## config.mk

```make
export PLATFORM = sky130hd
export DESIGN_NAME = inst_decode_queue_flat
export DESIGN_NICKNAME = d
export VERILOG_FILES = /design/src/rtl/inst_decode_pkg.sv /design/src/rtl/inst_decode_queue_if.sv /design/src/rtl/inst_imm_gen.sv /design/src/rtl/inst_decode_queue.sv /design/src/flat_wrapper.sv
export SDC_FILE = /design/constraint.sdc
export NUM_CORES = 1
export LEC_CHECK = 0
export ABC_CLOCK_PERIOD_IN_PS = 4730
export BUFFER_PORTS_ARGS = -buffer_cell sky130_fd_sc_hd__buf_2
export CAP_MARGIN = 20
export CELL_PAD_IN_SITES_DETAIL_PLACEMENT = 1
export CELL_PAD_IN_SITES_GLOBAL_PLACEMENT = 1
export CORE_MARGIN = 4
export CORE_UTILIZATION = 40
export CTS_CLUSTER_SIZE = 14
export DETAILED_ROUTE_END_ITERATION = 10
export PLACE_DENSITY = 0.84
export SLEW_MARGIN = 20
export SYNTH_ARGS = -nofsm -noshare
export SYNTH_HDL_FRONTEND = slang
export SYNTH_SLANG_ARGS = --single-unit
```

## constraint.sdc

```tcl
create_clock -name clk -period 4.73 [get_ports clk]
set_input_delay 0.7095 -clock clk [delete_from_list [all_inputs] [get_ports clk]]
set_output_delay 0.7095 -clock clk [all_outputs]
set_load 0.05 [all_outputs]
```

## src/rtl/inst_decode_pkg.sv

```systemverilog
// ============================================================================
// inst_decode_pkg : RV32I opcodes, format codes and the queued decode record
// Rev 1.0
// ============================================================================
`default_nettype none

package inst_decode_pkg;

  // Records are sized for the widest supported build; narrower builds use the low bits.
  localparam int c_max_xlen = 64;
  localparam int c_max_pc_w = 64;

  localparam logic [6:0] c_op_load   = 7'b0000011;
  localparam logic [6:0] c_op_imm    = 7'b0010011;
  localparam logic [6:0] c_op_jalr   = 7'b1100111;
  localparam logic [6:0] c_op_system = 7'b1110011;
  localparam logic [6:0] c_op_store  = 7'b0100011;
  localparam logic [6:0] c_op_branch = 7'b1100011;
  localparam logic [6:0] c_op_lui    = 7'b0110111;
  localparam logic [6:0] c_op_auipc  = 7'b0010111;
  localparam logic [6:0] c_op_jal    = 7'b1101111;
  localparam logic [6:0] c_op_reg    = 7'b0110011;

  typedef enum logic [2:0] {
    FMT_R = 3'd0,
    FMT_I = 3'd1,
    FMT_S = 3'd2,
    FMT_B = 3'd3,
    FMT_U = 3'd4,
    FMT_J = 3'd5
  } fmt_e;

  typedef struct packed {
    logic [6:0]            opcode;
    logic [4:0]            rd;
    logic [4:0]            rs1;
    logic [4:0]            rs2;
    logic [2:0]            funct3;
    logic [6:0]            funct7;
    logic [c_max_xlen-1:0] imm;
    fmt_e                  fmt;
    logic [c_max_pc_w-1:0] pc;
    logic                  illegal;
  } dec_rec_t;

endpackage

`default_nettype wire

```

## src/rtl/inst_decode_queue_if.sv

```systemverilog
// ============================================================================
// inst_decode_queue_if : fetch-side push and execute-side pop bundle
// Rev 1.0
// ============================================================================
`default_nettype none

interface inst_decode_queue_if #(
  parameter int XLEN = 32,
  parameter int PC_W = 32
);
  import inst_decode_pkg::*;

  logic            in_valid;
  logic            in_ready;
  logic [31:0]     in_inst;
  logic [PC_W-1:0] in_pc;
  logic            flush;

  logic            out_valid;
  logic            out_ready;
  logic [6:0]      out_opcode;
  logic [4:0]      out_rd;
  logic [4:0]      out_rs1;
  logic [4:0]      out_rs2;
  logic [2:0]      out_funct3;
  logic [6:0]      out_funct7;
  logic [XLEN-1:0] out_imm;
  fmt_e            out_fmt;
  logic [PC_W-1:0] out_pc;
  logic            out_illegal;

  modport master (
    output in_valid, in_inst, in_pc, flush, out_ready,
    input  in_ready, out_valid, out_opcode, out_rd, out_rs1, out_rs2,
           out_funct3, out_funct7, out_imm, out_fmt, out_pc, out_illegal
  );

  modport slave (
    input  in_valid, in_inst, in_pc, flush, out_ready,
    output in_ready, out_valid, out_opcode, out_rd, out_rs1, out_rs2,
           out_funct3, out_funct7, out_imm, out_fmt, out_pc, out_illegal
  );

endinterface

`default_nettype wire

```

## src/rtl/inst_imm_gen.sv

```systemverilog
// ============================================================================
// inst_imm_gen : combinational RV32I immediate / format / legality decode
// Rev 1.0
// ============================================================================
`default_nettype none

module inst_imm_gen
  import inst_decode_pkg::*;
#(
  parameter int XLEN = 32
) (
  input  logic [31:0]     inst,
  output logic [XLEN-1:0] imm,
  output fmt_e            fmt,
  output logic            illegal
);

  logic [31:0] w_imm32;

  // Every supported opcode ends in 2'b11, so the opcode match also covers inst[1:0].
  always_comb begin
    w_imm32 = '0;
    fmt     = FMT_R;
    illegal = 1'b0;
    case (inst[6:0])
      c_op_load, c_op_imm, c_op_jalr, c_op_system: begin
        w_imm32 = {{20{inst[31]}}, inst[31:20]};
        fmt     = FMT_I;
      end
      c_op_store: begin
        w_imm32 = {{20{inst[31]}}, inst[31:25], inst[11:7]};
        fmt     = FMT_S;
      end
      c_op_branch: begin
        w_imm32 = {{19{inst[31]}}, inst[31], inst[7], inst[30:25], inst[11:8], 1'b0};
        fmt     = FMT_B;
      end
      c_op_lui, c_op_auipc: begin
        w_imm32 = {inst[31:12], 12'b0};
        fmt     = FMT_U;
      end
      c_op_jal: begin
        w_imm32 = {{11{inst[31]}}, inst[31], inst[19:12], inst[20], inst[30:21], 1'b0};
        fmt     = FMT_J;
      end
      c_op_reg: begin
        w_imm32 = '0;
        fmt     = FMT_R;
      end
      default: begin
        illegal = 1'b1;
      end
    endcase
  end

  assign imm = XLEN'($signed(w_imm32));

endmodule

`default_nettype wire

```

## src/rtl/inst_decode_queue.sv

```systemverilog
// ============================================================================
// inst_decode_queue : decodes fetched RV32I words into a DEPTH-entry FIFO
// Rev 1.0
// ============================================================================
`default_nettype none

module inst_decode_queue
  import inst_decode_pkg::*;
#(
  parameter int XLEN  = 32,
  parameter int PC_W  = 32,
  parameter int DEPTH = 2
) (
  input  logic              clk,
  input  logic              rst_n,
  inst_decode_queue_if.slave bus
);

  localparam int c_ptr_w = (DEPTH > 1) ? $clog2(DEPTH) : 1;
  localparam int c_cnt_w = $clog2(DEPTH + 1);

  logic [XLEN-1:0]    w_imm;
  fmt_e               w_fmt;
  logic               w_illegal;
  dec_rec_t           w_rec;
  dec_rec_t           w_head;
  dec_rec_t           w_out;
  logic               w_push;
  logic               w_pop;
  logic               unused_rec_bits;

  dec_rec_t           r_mem [DEPTH];
  logic [c_ptr_w-1:0] r_wptr;
  logic [c_ptr_w-1:0] r_rptr;
  logic [c_cnt_w-1:0] r_count;
  logic               r_live;

  function automatic logic [c_ptr_w-1:0] ptr_inc(input logic [c_ptr_w-1:0] p);
    return (p == c_ptr_w'(DEPTH - 1)) ? '0 : p + 1'b1;
  endfunction

  inst_imm_gen #(
    .XLEN    (XLEN)
  ) u_imm_gen (
    .inst    (bus.in_inst),
    .imm     (w_imm),
    .fmt     (w_fmt),
    .illegal (w_illegal)
  );

  always_comb begin
    w_rec         = '0;
    w_rec.opcode  = bus.in_inst[6:0];
    w_rec.rd      = bus.in_inst[11:7];
    w_rec.rs1     = bus.in_inst[19:15];
    w_rec.rs2     = bus.in_inst[24:20];
    w_rec.funct3  = bus.in_inst[14:12];
    w_rec.funct7  = bus.in_inst[31:25];
    w_rec.imm     = c_max_xlen'($signed(w_imm));
    w_rec.fmt     = w_fmt;
    w_rec.pc      = c_max_pc_w'(bus.in_pc);
    w_rec.illegal = w_illegal;
  end

  // r_live holds IN_READY low until the first edge after reset release.
  assign bus.in_ready  = r_live && (r_count < c_cnt_w'(DEPTH));
  assign bus.out_valid = (r_count != '0);
  assign w_push        = bus.in_valid & bus.in_ready;
  assign w_pop         = bus.out_valid & bus.out_ready;

  always_ff @(posedge clk or negedge rst_n) begin
    if (!rst_n) begin
      r_live  <= 1'b0;
      r_wptr  <= '0;
      r_rptr  <= '0;
      r_count <= '0;
      for (int i = 0; i < DEPTH; i++) begin
        r_mem[i] <= '0;
      end
    end else begin
      r_live <= 1'b1;
      if (bus.flush) begin
        r_wptr  <= '0;
        r_rptr  <= '0;
        r_count <= '0;
      end else begin
        if (w_push) begin
          r_mem[r_wptr] <= w_rec;
          r_wptr        <= ptr_inc(r_wptr);
        end
        if (w_pop) begin
          r_rptr <= ptr_inc(r_rptr);
        end
        case ({w_push, w_pop})
          2'b10:   r_count <= r_count + 1'b1;
          2'b01:   r_count <= r_count - 1'b1;
          default: r_count <= r_count;
        endcase
      end
    end
  end

  assign w_head = r_mem[r_rptr];

  // Popped slots keep stale data, so the head is masked whenever the queue is empty.
  always_comb begin
    w_out = '0;
    if (bus.out_valid) begin
      w_out = w_head;
    end
  end

  assign bus.out_opcode  = w_out.opcode;
  assign bus.out_rd      = w_out.rd;
  assign bus.out_rs1     = w_out.rs1;
  assign bus.out_rs2     = w_out.rs2;
  assign bus.out_funct3  = w_out.funct3;
  assign bus.out_funct7  = w_out.funct7;
  assign bus.out_imm     = w_out.imm[XLEN-1:0];
  assign bus.out_fmt     = w_out.fmt;
  assign bus.out_pc      = w_out.pc[PC_W-1:0];
  assign bus.out_illegal = w_out.illegal;

  assign unused_rec_bits = ^{w_out.imm, w_out.pc};

endmodule

`default_nettype wire
```

## src/flat_wrapper.sv

```systemverilog
// flat-port wrapper written by rule: the top's interface ports become plain ports
module inst_decode_queue_flat import inst_decode_pkg::*;
#(
  parameter int XLEN  = 32,
  parameter int PC_W  = 32,
  parameter int DEPTH = 2
)
  (clk, rst_n, bus_in_valid, bus_in_inst, bus_in_pc, bus_flush, bus_out_ready, bus_in_ready, bus_out_valid, bus_out_opcode, bus_out_rd, bus_out_rs1, bus_out_rs2, bus_out_funct3, bus_out_funct7, bus_out_imm, bus_out_fmt, bus_out_pc, bus_out_illegal);
  inst_decode_queue_if #(.XLEN(XLEN), .PC_W(PC_W)) bus_i ();
  input  logic clk;
  input  logic rst_n;
  input wire logic [$bits(bus_i.in_valid)-1:0] bus_in_valid;
  input wire logic [$bits(bus_i.in_inst)-1:0] bus_in_inst;
  input wire logic [$bits(bus_i.in_pc)-1:0] bus_in_pc;
  input wire logic [$bits(bus_i.flush)-1:0] bus_flush;
  input wire logic [$bits(bus_i.out_ready)-1:0] bus_out_ready;
  output wire logic [$bits(bus_i.in_ready)-1:0] bus_in_ready;
  output wire logic [$bits(bus_i.out_valid)-1:0] bus_out_valid;
  output wire logic [$bits(bus_i.out_opcode)-1:0] bus_out_opcode;
  output wire logic [$bits(bus_i.out_rd)-1:0] bus_out_rd;
  output wire logic [$bits(bus_i.out_rs1)-1:0] bus_out_rs1;
  output wire logic [$bits(bus_i.out_rs2)-1:0] bus_out_rs2;
  output wire logic [$bits(bus_i.out_funct3)-1:0] bus_out_funct3;
  output wire logic [$bits(bus_i.out_funct7)-1:0] bus_out_funct7;
  output wire logic [$bits(bus_i.out_imm)-1:0] bus_out_imm;
  output wire logic [$bits(bus_i.out_fmt)-1:0] bus_out_fmt;
  output wire logic [$bits(bus_i.out_pc)-1:0] bus_out_pc;
  output wire logic [$bits(bus_i.out_illegal)-1:0] bus_out_illegal;
  assign bus_i.in_valid = bus_in_valid;
  assign bus_i.in_inst = bus_in_inst;
  assign bus_i.in_pc = bus_in_pc;
  assign bus_i.flush = bus_flush;
  assign bus_i.out_ready = bus_out_ready;
  assign bus_in_ready = bus_i.in_ready;
  assign bus_out_valid = bus_i.out_valid;
  assign bus_out_opcode = bus_i.out_opcode;
  assign bus_out_rd = bus_i.out_rd;
  assign bus_out_rs1 = bus_i.out_rs1;
  assign bus_out_rs2 = bus_i.out_rs2;
  assign bus_out_funct3 = bus_i.out_funct3;
  assign bus_out_funct7 = bus_i.out_funct7;
  assign bus_out_imm = bus_i.out_imm;
  assign bus_out_fmt = bus_i.out_fmt;
  assign bus_out_pc = bus_i.out_pc;
  assign bus_out_illegal = bus_i.out_illegal;
  inst_decode_queue #(.XLEN(XLEN), .PC_W(PC_W), .DEPTH(DEPTH)) u_core (.clk(clk), .rst_n(rst_n), .bus(bus_i));
endmodule
```

**Yosys cells after proc, flatten, opt, wreduce, memory -nomap -nowiden**

Index checks and enable logic that the tools add are counted.

- Register bits: 333
- Output and inout port bits: 102
- Word-level logic and storage cells: 77

- Add/sub/neg operators: 4
- $lt $le $gt $ge: 4
- Eq/ne operators: 12
- Mux-type cells: 18
- Bitwise gates (word level): 5
- Reduce and logical (&&, ||, !) cells: 10

Operator list:

| operator | number |
|---|---|
| $mux 164 | 5 |
| $bwmux 328 | 1 |
| $demux 164 s1 | 1 |
| $pmux 32 s5 | 1 |
| $eq 7x7->1 const B | 4 |
| $eq 7x6->1 const B | 3 |
| $pmux 3 s5 | 1 |
| $eq 7x5->1 const B | 2 |
| $reduce_or 10->1 | 1 |
| $eq 7x2->1 const B | 1 |
| $mux 1 | 7 |
| $reduce_bool 2->1 | 3 |
| $ge 2x2->1 const B | 2 |
| $not 1->2 | 2 |
| $pmux 2 s2 | 1 |
| $reduce_or 4->1 | 1 |
| $reduce_bool 3->1 | 1 |
| $add 1x1->1 const B | 2 |
| $add 2x1->2 const B | 1 |
| $and 1x1->1 | 2 |
| $eq 2x1->1 const B | 1 |
| $eq 2x2->1 const B | 1 |
| $logic_and 1x1->1 | 2 |
| $lt 2x1->1 const B | 1 |
| other kinds (6) | 6 |

**Longest topological paths before layout**

- Word-level depth: 6
- Mapped depth: 7

**Hierarchy**

From an unflattened synthesis, not the netlist that was laid out.

- Cells, all modules: 755
- Area, all modules: 10,244.8 um^2

Modules (own cells, without submodules):

| module | times used | cells each | area each (um^2) |
|---|---|---|---|
| inst_decode_queue | 1 | 671 | 9,645.5 |
| inst_imm_gen | 1 | 84 | 599.3 |

**Worst setup path before layout**

No wires, ideal clock.

- Kind: register to output
- Start: register u_core.r_rptr
- End: output bus_out_fmt[0]
- Data arrival time: 1.612 ns
- Data required time: 4.021 ns
- Path slack: 2.408 ns
- Stages on the path, launching flop included: 5
- Cell sequence: dfrtp_1 clkbuf_1 buf_2 mux2i_1 nor2_1

- Word-level cells in the longest chain between the ends: 5

RTL lines:

| item | RTL line | RTL |
|---|---|---|
| start: declaration | inst_decode_queue.sv:34 | `logic [c_ptr_w-1:0] r_rptr;` |
| start signal: assignment | inst_decode_queue.sv:92 | `r_rptr <= ptr_inc(r_rptr);` |
| $not 1->2 (implied by the code) | inst_decode_queue.sv:103 | `assign w_head = r_mem[r_rptr];` |
| $mux 164 (implied by the code) (3 in series) | inst_decode_queue.sv:103 |  |
| $mux 164 | inst_decode_queue.sv:108 | `if (bus.out_valid) begin` |
| end: declaration | flat_wrapper.sv:26 | `output wire logic [$bits(bus_i.out_fmt)-1:0] bus_out_fmt;` |

Every way passes these cells. The select of a mux whose other input is x is not followed.

**Worst setup path in the final report**

- Start: register u_core.r_rptr
- End: output bus_out_imm[14]

- Word-level cells in the longest chain between the ends: 5

RTL lines:

| item | RTL line | RTL |
|---|---|---|
| $not 1->2 (implied by the code) | inst_decode_queue.sv:103 |  |
| $mux 164 (implied by the code) (3 in series) | inst_decode_queue.sv:103 |  |
| $mux 164 | inst_decode_queue.sv:108 |  |
| end: declaration | flat_wrapper.sv:25 | `output wire logic [$bits(bus_i.out_imm)-1:0] bus_out_imm;` |

Every way passes these cells. The select of a mux whose other input is x is not followed.

==> summary.md <==
| Metric | Value |
|---|---|
| Status | finished, final reports clean |
| GR Util met3 | 0.03694 |
| PwrDens | 436.8 mW/mm^2 |
| Post-synth top flop | dfrtp_1 |
| Final setup fails | 0 |
| CORE AREA | 0.02375 mm^2 |
| Vias in the first global route | between 8000 and 9000 |
| P_leak | 5.697 nW |
| Chip width | 164.4 um |
| Synth top area share | 0.5242 |
| Vias per cell | 5.273 |
| Post-CTS Setup Repair Bufs | 0 |
| Area leader, netlist | dfrtp_1 |
| Maxcap violations | 0 |
| Routed vias | 8226 |
| Total track usage | 0.2221 |
| Rows | 56 |
| Hold/Removal Path Class | input pin to async pin |
| Starting Density | 0.4120 |
| Largest net degree at the start of global routing | 107 |
| Reg clk slew, reported paths | 0.06 ns |
| Die Ht | between 150 and 200 um |
| Peak-usage layer in the global routing report | met2 |
| FF+latch count, synth | 205 |
| Max clock buf depth | 3 |
| Synth unique cells | 41 |
| Clock sink count | roughly 200 |
| Top delay family on crit path | flip-flops |
| Sequential group share of total power | 0.465 |
| Initial antenna violation count | 3 |
| Total wire length | 29.71 mm |
| Share of total power in the clock network | 0.352 |
| Net Sw Power | 1.541 mW |
| RSZ-0062 raised after global routing | no |
| Achievable Freq | around 300 MHz |
| Worst Path Buf+Inv | 2 |
| Share of layout cells above drive strength 1 | 0.1887 |
| Synth async-reset ratio | 1.000 |
| Hpwl dp | roughly 19 mm |
| Post-cts resize count | 0 |
| IO buf count | 170 |
| Crit Path Class | register to output pin |
| Final hold violation count | 0 |
| ANT nets after route | 0 |
| Tmin final | approximately 3.3 ns |
| Switch share | 0.3051 |
| Met2 usage | 0.3815 |
| Max FO, Critical Path | 47 |
| Root Buffer | clkbuf_16 |
| Crit end category | output pin |
| DRC viols | 0 |
| EDFF count, synth | 0 |
| Clock latency on the worst-skew pair | 0.50 ns |
| Fill count | 2801 |
| 1st-iter DRT viols | between 500 and 600 |
| Worst slew pin tran | 1.050 ns |
| Slew HR | 0.2981 |
| Setup total negative slack | 0 ns |
| CP Cell Sequence | buf_4, mux2i_1, nor2_1, buf_2 |
| IO Count | 171 |
| Mapped Nets | 1167 |
| Final period util | 0.7026 |
| Sequential share of the synthesized area | 0.5242 |
| Max VDD drop | 0.2295 mV |
| Gate power share | 0.183 |
| Max Slew Vio Count | 0 |
| Post-cts hold buffer count | 0 |
| Syn Area/Cell | between 8 and 9 um^2 |
| Commonest cells in the netlist | nand2_1 (413), dfrtp_1 (205), nor2_1 (142), mux2i_1 (100), a211oi_1 (45) |
| First-pass GRT wire length | 48.33 mm |
| CTS Buf Count | 23 |
| Full die area | roughly 0.027 mm^2 |
| Top cells by area, synth | dfrtp_1 (52%), nand2_1 (16%), mux2i_1 (10%) |
| Internal power | roughly 3.5 mW |
| Cell Area, Synth | 0.009787 mm^2 |
| Synth-to-layout area growth | 18.13% |
| CP Launch Type | register |
| Worst endpoint data arrival time | 2.61 ns |
| GP Congestion | 0.7627 |
| Max stage delay cell, worst path | dfrtp_4 |
| Critical path's largest stage delay | 1.00 ns |
| Nets | 1294 |
| Layout Skew | 0.006712 ns |
| Routed WL per cell | 19.05 um |
| Total grt overflow | 0 |
| Met1 Use GR | 0.2975 |
| DR pass1 iterations | 4 |
| Yosys warns | 0 |
| Req. time, crit path | 4.02 ns |
| CTS tree | yes |
| Count leader, synth | nand2_1 |
| Hold Slack | about 0.30 ns |
| H-tree level count | 1 |
| Cells after Synth | 1098 |
## registers in the layout, summed over array words and instances, names as in the netlist
signal	cells
u_core.r_wptr	1
u_core.r_count	2
u_core.r_mem	200
u_core.r_rptr	1
u_core.r_live	1
## cells in the final DEF, fill, tap and decap left out, types with 2 or more instances in the layout
master and count:
nand4b_1 3, and4_1 2, a21oi_2 2, a211oi_1 45, nand3_1 5, mux2_2 6
clkbuf_1 6, nor2_1 139, buf_4 6, clkinv_2 2, o21ai_0 14, a211oi_4 2
a21o_1 2, and3_1 3, clkbuf_8 8, a31oi_1 10, dfrtp_1 204, clkbuf_16 23
nor2_4 3, a21oi_1 18, mux2i_1 100, buf_12 4, a221o_1 16, nand2b_1 3
nor2b_1 6, xor2_1 2, nand2_1 413, and3_4 2, inv_1 4, buf_2 169
## area by class of cell
cell class	instances	area, um^2	share of cell area
timing repair buffer	180	984.7	0.08517
multi-input combinational	811	4284	0.3706
inverter	4	15.01	0.001299
clock inverter	4	47.55	0.004113
tap	319	399.1	0.03452
antenna	1	2.502	0.0002164
clock buffer	36	694.4	0.06006
sequential	205	5134	0.4440
## power groups by stage
stage                     Sequential (mW)  Clock [mW]  Combinational [mW]
after floorplan                      2.30           0               0.673
after global placement               2.35           0               0.883
after detailed placement             2.37           0               0.930
after CTS                            2.35        1.81               0.942
after global routing                 2.40        1.89                1.04
final                                2.35        1.78               0.923
## worst paths after layout
path | start | to | slack [ns] | depth (start not counted)
max reg2reg | u_core.r_count[1]$_DFFE_PN0P_ | u_core.r_mem[96]$_DFFE_PN0P_ | 2.17 | 4
min | rst_n | u_core.r_mem[20]$_DFFE_PN0P_ | 0.30 | 1
max | u_core.r_rptr$_DFFE_PN0P_ | bus_out_imm[14] | 1.41 | 4
min reg2reg | u_core.r_mem[152]$_DFFE_PN0P_ | u_core.r_mem[152]$_DFFE_PN0P_ | 0.47 | 2
min in group clk | bus_in_pc[24] | u_core.r_mem[25]$_DFFE_PN0P_ | 0.41 | 3
max in group asynchronous | rst_n | u_core.r_mem[11]$_DFFE_PN0P_ | 3.38 | 2
## worst register-to-register path, delay by kind of cell (launching register included)
| kind | cells | cell delay [ns] |
|---|---|---|
| flip-flops | 1 | 0.46 |
| AO/OA/AOI/OAI | 2 | 0.97 |
| AND/OR/NAND/NOR | 2 | 0.96 |
## stage by stage
| step | util | total power [mW] | std cells | area [um^2] | worst slack, ns |
|---|---|---|---|---|---|
| after global placement | 0.4554 | 3.231 | 1519 | 10820 | 1.861 |
| final | 0.4867 | 5.050 | 1560 | 11560 | 1.407 |
| after global routing | 0.4866 | 5.325 | 1559 | 11560 | 1.260 |
| after CTS | 0.4866 | 5.100 | 1559 | 11560 | 1.350 |
| after floorplan | - | 2.969 | 1098 | 9787 | 2.408 |
| after detailed placement | 0.4554 | 3.303 | 1519 | 10820 | 1.788 |
## routing by layer
metal,up-vias,wire length (um)
met1,4125,13130
met2,194,14420
met4,4,606
li1,3863,-
met3,40,1534
met5,-,27
## cell families (layout without fill, tap and decap cells)
kind of cell              Yosys count  after routing  share of synthesized area
muxes                             106            106                     0.1092
AOI/OAI and AO/OA                 115            115                    0.08668
buffers and inverters              82            224                    0.04142
other                               1              2                  0.0003832
xor gates and xnor gates            3              3                   0.002685
DFF                               205            205                     0.5242
and+or+nand+nor                   586            586                     0.2355
(Power assumes the default switching activity.)
